## src/rtl/seg7_scan_if.sv

```systemverilog
// Bus between the 7-segment scan controller and its host/display side.
// The master drives capture and enable controls; the slave (controller) drives the display pins.
interface seg7_scan_if #(
  parameter int NUM_DIGITS = 4
);
  logic                      en;
  logic                      load;
  logic [4*NUM_DIGITS-1:0]   bcd_in;
  logic [NUM_DIGITS-1:0]     dp_in;
  logic [3:0]                bcd_out;
  logic [NUM_DIGITS-1:0]     an_n;
  logic                      dp_out;
  logic                      bad_code;
  logic                      frame_tick;

  modport master (
    output en, load, bcd_in, dp_in,
    input  bcd_out, an_n, dp_out, bad_code, frame_tick
  );

  modport slave (
    input  en, load, bcd_in, dp_in,
    output bcd_out, an_n, dp_out, bad_code, frame_tick
  );
endinterface

```

## src/rtl/seg7_scan_ctrl.sv

```systemverilog
// Time-multiplexed scan controller for a common-anode multi-digit 7-segment display.
// Optional leading-zero suppression is compiled in when SEG7_LZ_SUPPRESS_EN is defined.
module seg7_scan_ctrl #(
  parameter int NUM_DIGITS = 4,
  parameter int DIV        = 50000,
  parameter int GUARD      = 500
) (
  input  logic       clk,
  input  logic       rst_n,
  seg7_scan_if.slave bus
);
  localparam int CW = $clog2(DIV);
  localparam int IW = $clog2(NUM_DIGITS);
  localparam logic [CW-1:0] CNT_SAMPLE = CW'(GUARD - 1);
  localparam logic [CW-1:0] CNT_LAST   = CW'(DIV - 1);
  localparam logic [IW-1:0] IDX_LAST   = IW'(NUM_DIGITS - 1);
  localparam logic [NUM_DIGITS-1:0] ALL_OFF = '1;

  typedef enum logic {S_GUARD, S_SHOW} state_t;

  state_t                  state_q, state_d;
  logic [CW-1:0]           cnt_q, cnt_d;
  logic [IW-1:0]           idx_q, idx_d;
  logic [4*NUM_DIGITS-1:0] shadow_bcd_q, shadow_bcd_d;
  logic [NUM_DIGITS-1:0]   shadow_dp_q, shadow_dp_d;
  logic [3:0]              bcd_q, bcd_d;
  logic                    dp_q, dp_d;
  logic                    bad_q, bad_d;
  logic [NUM_DIGITS-1:0]   an_q, an_d;
  logic                    tick_q, tick_d;

  logic [4*NUM_DIGITS-1:0] src_bcd;
  logic [NUM_DIGITS-1:0]   src_dp;
  logic [3:0]              sample_bcd;
  logic                    sample_dp;
  logic [NUM_DIGITS-1:0]   sample_an;

  // A load on the sampling cycle bypasses the shadow so the new value shows immediately.
  always_comb begin
    src_bcd    = bus.load ? bus.bcd_in : shadow_bcd_q;
    src_dp     = bus.load ? bus.dp_in  : shadow_dp_q;
    sample_bcd = 4'd0;
    sample_dp  = 1'b0;
    sample_an  = ALL_OFF;
    for (int i = 0; i < NUM_DIGITS; i++) begin
      if (IW'(i) == idx_q) begin
        sample_bcd   = src_bcd[4*i +: 4];
        sample_dp    = src_dp[i];
        sample_an[i] = 1'b0;
      end
    end
`ifdef SEG7_LZ_SUPPRESS_EN
    begin
      logic upper_zero;
      upper_zero = 1'b1;
      for (int i = 0; i < NUM_DIGITS; i++) begin
        if (IW'(i) >= idx_q && src_bcd[4*i +: 4] != 4'd0) upper_zero = 1'b0;
      end
      if (idx_q != '0 && upper_zero && !sample_dp) sample_an = ALL_OFF;
    end
`endif
  end

  always_comb begin
    state_d      = state_q;
    cnt_d        = cnt_q + 1'b1;
    idx_d        = idx_q;
    shadow_bcd_d = bus.load ? bus.bcd_in : shadow_bcd_q;
    shadow_dp_d  = bus.load ? bus.dp_in  : shadow_dp_q;
    bcd_d        = bcd_q;
    dp_d         = dp_q;
    bad_d        = bad_q;
    an_d         = an_q;
    tick_d       = 1'b0;
    if (!bus.en) begin
      state_d = S_GUARD;
      cnt_d   = '0;
      idx_d   = '0;
      an_d    = ALL_OFF;
    end else begin
      case (state_q)
        S_GUARD: begin
          an_d = ALL_OFF;
          if (cnt_q == CNT_SAMPLE) begin
            bcd_d   = sample_bcd;
            dp_d    = sample_dp;
            bad_d   = (sample_bcd > 4'd9);
            an_d    = sample_an;
            state_d = S_SHOW;
          end
        end
        S_SHOW: begin
          if (cnt_q == CNT_LAST) begin
            cnt_d   = '0;
            an_d    = ALL_OFF;
            state_d = S_GUARD;
            if (idx_q == IDX_LAST) begin
              idx_d  = '0;
              tick_d = 1'b1;
            end else begin
              idx_d = idx_q + 1'b1;
            end
          end
        end
        default: state_d = S_GUARD;
      endcase
    end
  end

  always_ff @(posedge clk or negedge rst_n) begin
    if (!rst_n) begin
      state_q      <= S_GUARD;
      cnt_q        <= '0;
      idx_q        <= '0;
      shadow_bcd_q <= '0;
      shadow_dp_q  <= '0;
      bcd_q        <= 4'd0;
      dp_q         <= 1'b0;
      bad_q        <= 1'b0;
      an_q         <= ALL_OFF;
      tick_q       <= 1'b0;
    end else begin
      state_q      <= state_d;
      cnt_q        <= cnt_d;
      idx_q        <= idx_d;
      shadow_bcd_q <= shadow_bcd_d;
      shadow_dp_q  <= shadow_dp_d;
      bcd_q        <= bcd_d;
      dp_q         <= dp_d;
      bad_q        <= bad_d;
      an_q         <= an_d;
      tick_q       <= tick_d;
    end
  end

  assign bus.bcd_out    = bcd_q;
  assign bus.dp_out     = dp_q;
  assign bus.bad_code   = bad_q;
  assign bus.an_n       = an_q;
  assign bus.frame_tick = tick_q;
endmodule

```

## src/flat_wrapper.sv

```systemverilog
// flat-port wrapper written by rule: the top's interface ports become plain ports
module seg7_scan_ctrl_flat 
#(
  parameter int NUM_DIGITS = 4,
  parameter int DIV        = 50000,
  parameter int GUARD      = 500
)
  (clk, rst_n, bus_en, bus_load, bus_bcd_in, bus_dp_in, bus_bcd_out, bus_an_n, bus_dp_out, bus_bad_code, bus_frame_tick);
  seg7_scan_if #(.NUM_DIGITS(NUM_DIGITS)) bus_i ();
  input  logic clk;
  input  logic rst_n;
  input wire logic [$bits(bus_i.en)-1:0] bus_en;
  input wire logic [$bits(bus_i.load)-1:0] bus_load;
  input wire logic [$bits(bus_i.bcd_in)-1:0] bus_bcd_in;
  input wire logic [$bits(bus_i.dp_in)-1:0] bus_dp_in;
  output wire logic [$bits(bus_i.bcd_out)-1:0] bus_bcd_out;
  output wire logic [$bits(bus_i.an_n)-1:0] bus_an_n;
  output wire logic [$bits(bus_i.dp_out)-1:0] bus_dp_out;
  output wire logic [$bits(bus_i.bad_code)-1:0] bus_bad_code;
  output wire logic [$bits(bus_i.frame_tick)-1:0] bus_frame_tick;
  assign bus_i.en = bus_en;
  assign bus_i.load = bus_load;
  assign bus_i.bcd_in = bus_bcd_in;
  assign bus_i.dp_in = bus_dp_in;
  assign bus_bcd_out = bus_i.bcd_out;
  assign bus_an_n = bus_i.an_n;
  assign bus_dp_out = bus_i.dp_out;
  assign bus_bad_code = bus_i.bad_code;
  assign bus_frame_tick = bus_i.frame_tick;
  seg7_scan_ctrl #(.NUM_DIGITS(NUM_DIGITS), .DIV(DIV), .GUARD(GUARD)) u_core (.clk(clk), .rst_n(rst_n), .bus(bus_i));
endmodule
```

## config.mk

```make
export PLATFORM = sky130hd
export DESIGN_NAME = seg7_scan_ctrl_flat
export DESIGN_NICKNAME = d
export VERILOG_FILES = /design/src/rtl/seg7_scan_if.sv /design/src/rtl/seg7_scan_ctrl.sv /design/src/flat_wrapper.sv
export SDC_FILE = /design/constraint.sdc
export NUM_CORES = 1
export LEC_CHECK = 0
export BUFFER_PORTS_ARGS = -buffer_cell sky130_fd_sc_hd__buf_2
export CAP_MARGIN = 20
export CORE_ASPECT_RATIO = 1.75
export CORE_MARGIN = 2
export CORE_UTILIZATION = 35
export DETAILED_ROUTE_END_ITERATION = 10
export GPL_TIMING_DRIVEN = 0
export HOLD_SLACK_MARGIN = 0.03
export PLACE_DENSITY = 0.57
export SETUP_SLACK_MARGIN = 0.5
export SYNTH_ARGS = -nofsm -noshare
export SYNTH_HDL_FRONTEND = slang
export SYNTH_SLANG_ARGS = --single-unit
```

## constraint.sdc

```tcl
create_clock -name clk -period 4.6 [get_ports clk]
set_input_delay 0.23 -clock clk [delete_from_list [all_inputs] [get_ports clk]]
set_output_delay 0.23 -clock clk [all_outputs]
set_load 0.05 [all_outputs]
```

==> results by group <==
Critical path
  – Arrival time at the worst endpoint: 2.23 ns
  – Worst Reg2Reg Path Length in Cells: 5
  – R2R setup slack: between 2 and 3 ns
  – Max incr delay on CP: about 0.53 ns
  – Category of the most critical setup path: reg -> reg
  – Slowest CP cell: or4b_1
  – End point of the critical path: u_core.bus.bcd_out[0]$_DFFE_PN0P_
  – Reg-to-Reg End: u_core.bus.bcd_out[0]$_DFFE_PN0P_
  – Cell-by-cell listing of the critical path: ha_1 > or4b_1 > nor4_4 > buf_6 > mux2_4
  – RR Startpoint: u_core.cnt_q[0]$_DFF_PN0_
  – Worst setup path start: u_core.cnt_q[0]$_DFF_PN0_
  – Critical Path Source Type: register
  – Type of element capturing the critical path: register
  – CP required: between 4 and 5 ns
  – Critical path fanouts, max: 10

Detailed routing
  – Vias per Instance: slightly below 5
  – Post-DR wirelength/cell: between 10 and 15 µm
  – DRC violations left: 0
  – Vias post-DR: 1573
  – Total iterations of the first detailed-routing run: 4
  – Post-detailed-route count of antenna-violating nets: 0
  – 1st-iter DRT viols: 78
  – Aggregate routed wire length: around 4.7 mm

Floorplanning
  – Row count: 39
  – Full die area: 7347 µm²
  – Height of the die: roughly 110 µm
  – # IOs: 35
  – Core Region: approximately 6500 µm²
  – Die width: 65.66 µm
  – Starting utilization of the core area: between 30% and 40%

Timing
  – Final sum of negative setup slack: 0 ns
  – Slew Limit Headroom: around two thirds
  – Crit path time final: between 2 and 2.5 ns
  – Final Hold Viols: 0
  – Final slew viol count: 0
  – Max Clk Rate: approximately 490 MHz
  – Worst-Margin Slew: just under 0.5 ns
  – Clock skew: between 0.007 and 0.008 ns
  – Setup repair after global routing missed its margin: false
  – Post-route worst hold slack: roughly 0.19 ns
  – Final clock period utilization by the worst path: between 40 and 50%
  – Final setup violating endpoints: 0

Clock tree
  – Clock tree from TritonCTS: built
  – CTS Hold Buffers Added: 0
  – TritonCTS Buffers: 5
  – Clock Path Buffers: 2
  – Postcts setup bufs: 0
  – Clock latency reported for the late side of the worst-skew pair: approximately 0.29 ns
  – Clock input transition at the sequential cells of the worst setup and hold paths: ~0.070 ns
  – H-tree level count: 2
  – Clock Sinks: 50
  – Root buf cell: clkbuf_16
  – Post-CTS sizing: 0

Logic synthesis
  – Synth Flop Type: dfrtp_1
  – Sequential cell area fraction in the yosys report: 53.95%
  – Number of warnings issued by yosys: 0
  – Cell type with the largest total area after synthesis: dfrtp_1
  – Yosys top cell area share: approximately half
  – Number of distinct library cells after synthesis: 35
  – Most area-consuming cells after synthesis: dfrtp_1 49%, mux2_2 9.7%, dfstp_2 4.5%
  – Mean instance size in the synthesized netlist: between 10 and 15 µm²
  – Post-synth net total: approximately 230
  – Synthesized instance count: approximately 200
  – Synth Register Bits: 50
  – Number of synthesized flops with an enable pin: 0
  – Share of synthesized flip-flops with an asynchronous set or reset: 100.0%
  – Synth Cell Area: 2328 µm²

GRT
  – Remaining global-route overflow: 0
  – Global-route wire length before repair: 8.169 mm
  – Global-route usage over all layers: approximately 14%
  – Pin count of the biggest net entering global routing: 51
  – Number of antenna violations at the first check in global routing: 0
  – Vias in the first global route: approximately 1700

Finish
  – Ant. Diodes: 0
  – Synth-to-layout area growth: 21.33%
  – Fraction of final layout cells sized beyond drive strength 1: ~33%
  – Fill cell instance count of the final layout: just over 600
  – Net count of the finished layout: 270

Pwr
  – Pwr/cell area: ~360 nW/µm²
  – VDD IR-drop max: between 0.15 and 0.2 mV
  – Leakage power: ~1.2 nW

Placed design
  – Placed wire-length estimate after detailed placement: ~3.6 mm
  – Routability Congestion: around 0.73
  – Total of buffers placed on input and output ports: 33

Status
  – Status: completed

Worst hold path
  – Class of the tightest hold or removal check: in -> reg
  – Depth of the worst hold-timing path: 2

Flow run
  – Number of max-capacitance violations reported: 0
## placed cells by master (no fill, tap or decap), types with 2 or more instances in the layout
master	count
dfrtp_1	46
buf_2	35
nor2_1	26
mux2_2	20
nand2_1	15
xnor2_1	9
inv_1	7
nand3_1	7
o21ai_0	6
xor2_1	5
ha_1	5
clkbuf_16	5
a21oi_1	4
a221oi_1	4
mux2_4	4
dfstp_2	4
nand4_1	3
and4_1	3
nor3_1	3
nand3b_1	2
nor4_4	2
nand2_2	2
buf_6	2
nor2b_1	2
nor4_1	2
o31ai_1	2
a21boi_0	2
a31oi_1	2
bufinv_16	2
## worst min path at each step
| stage | from | to | slack, ns |
|---|---|---|---|
| after floorplan | rst_n | u_core.bus.bad_code$_DFFE_PN0P_ | -0.07 |
| after global placement | u_core.cnt_q[0]$_DFF_PN0_ | u_core.cnt_q[0]$_DFF_PN0_ | 0.47 |
| after detailed placement | u_core.cnt_q[0]$_DFF_PN0_ | u_core.cnt_q[0]$_DFF_PN0_ | 0.48 |
| after CTS | rst_n | u_core.bus.frame_tick$_DFF_PN0_ | 0.19 |
| after global routing | bus_bcd_in[6] | u_core.shadow_bcd_q[6]$_DFF_PN0_ | 0.19 |
| final | bus_bcd_in[0] | u_core.shadow_bcd_q[0]$_DFF_PN0_ | 0.19 |
## power by group
group	leakage, nW	switching [W]	total, W	internal, W
Clock	0.0971	0.000153	0.000480	0.000326
Combinational	0.463	0.0000347	0.0000680	0.0000333
Sequential	0.634	0.00000665	0.000466	0.000460
Total	1.19	0.000195	0.00101	0.000819
## cell usage after synthesis, types with 3 or more instances
library cell and n:
a21oi_1 4, a221oi_1 4, and4_1 3, dfrtp_1 46, dfstp_2 4, ha_1 5, inv_1 7, mux2_2 20
mux2_4 4, nand2_1 15, nand3_1 7, nand4_1 3, nor2_1 26, nor3_1 3, o21ai_0 6, xnor2_1 9
xor2_1 5
## final cells by class
type | instances | area [µm²] | share of cell area [%]
clock inverters | 2 | 60.06 | 2.126
plain buffers | 5 | 36.28 | 1.284
clock buffers | 6 | 138.9 | 4.916
well taps | 82 | 102.6 | 3.632
inverters | 7 | 26.28 | 0.9300
repair buffers | 35 | 195.2 | 6.909
flip-flops and latches | 50 | 1256 | 44.46
multi-input cells | 137 | 1010 | 35.74
## layer usage
layer  vias to the layer above  GRT usage [%]  share of wire (%)
met5                         -              0                  0
li1                        774              -                  -
met1                       768          14.67                 37
met3                         5          2.323                2.8
met2                        26          28.28                 59
met4                         0          5.000                1.6
## flip-flops by register name, summed over array words and instances, names as in the netlist
| signal | flops |
|---|---|
| u_core.cnt_q | 16 |
| u_core.shadow_bcd_q | 16 |
| u_core.bus.an_n | 4 |
| u_core.bus.bcd_out | 4 |
| u_core.shadow_dp_q | 4 |
| u_core.idx_q | 2 |
| u_core.bus.bad_code | 1 |
| u_core.bus.dp_out | 1 |
| u_core.bus.frame_tick | 1 |
| u_core.state_q | 1 |
## worst max-delay path, delay by kind of cell, from the launching register on
| family | cells | cell delay [ns] |
|---|---|---|
| buffers and inverters | 1 | 0.20 |
| DFF | 1 | 0.39 |
| adders and majority gates | 1 | 0.26 |
| muxes | 1 | 0.30 |
| and+or+nand+nor | 2 | 0.79 |
## per-stage QoR
step	instance area [µm²]	worst slack, ns	cells	total power (W)	utilization [%]
2_1_floorplan	2328	2.700	199	0.0005123	-
3_3_place_gp	2596	2.554	314	0.0005395	40.00
3_5_place_dp	2596	2.540	314	0.0005419	40.00
4_1_cts	2795	2.518	322	0.001023	43.07
5_1_grt	2825	2.384	324	0.001054	43.53
6_report	2825	2.539	324	0.001014	43.53
## cells by family after synthesis
kind of cell	synth area share (%)
AND/OR/NAND/NOR	17.68
flip-flops	53.95
multiplexers	12.25
AO/OA/AOI/OAI	5.480
XOR/XNOR	5.266
buffers and inverters	2.687
adder cells (fa/ha/maj)	2.687
Power figures use the tool's default switching activity.
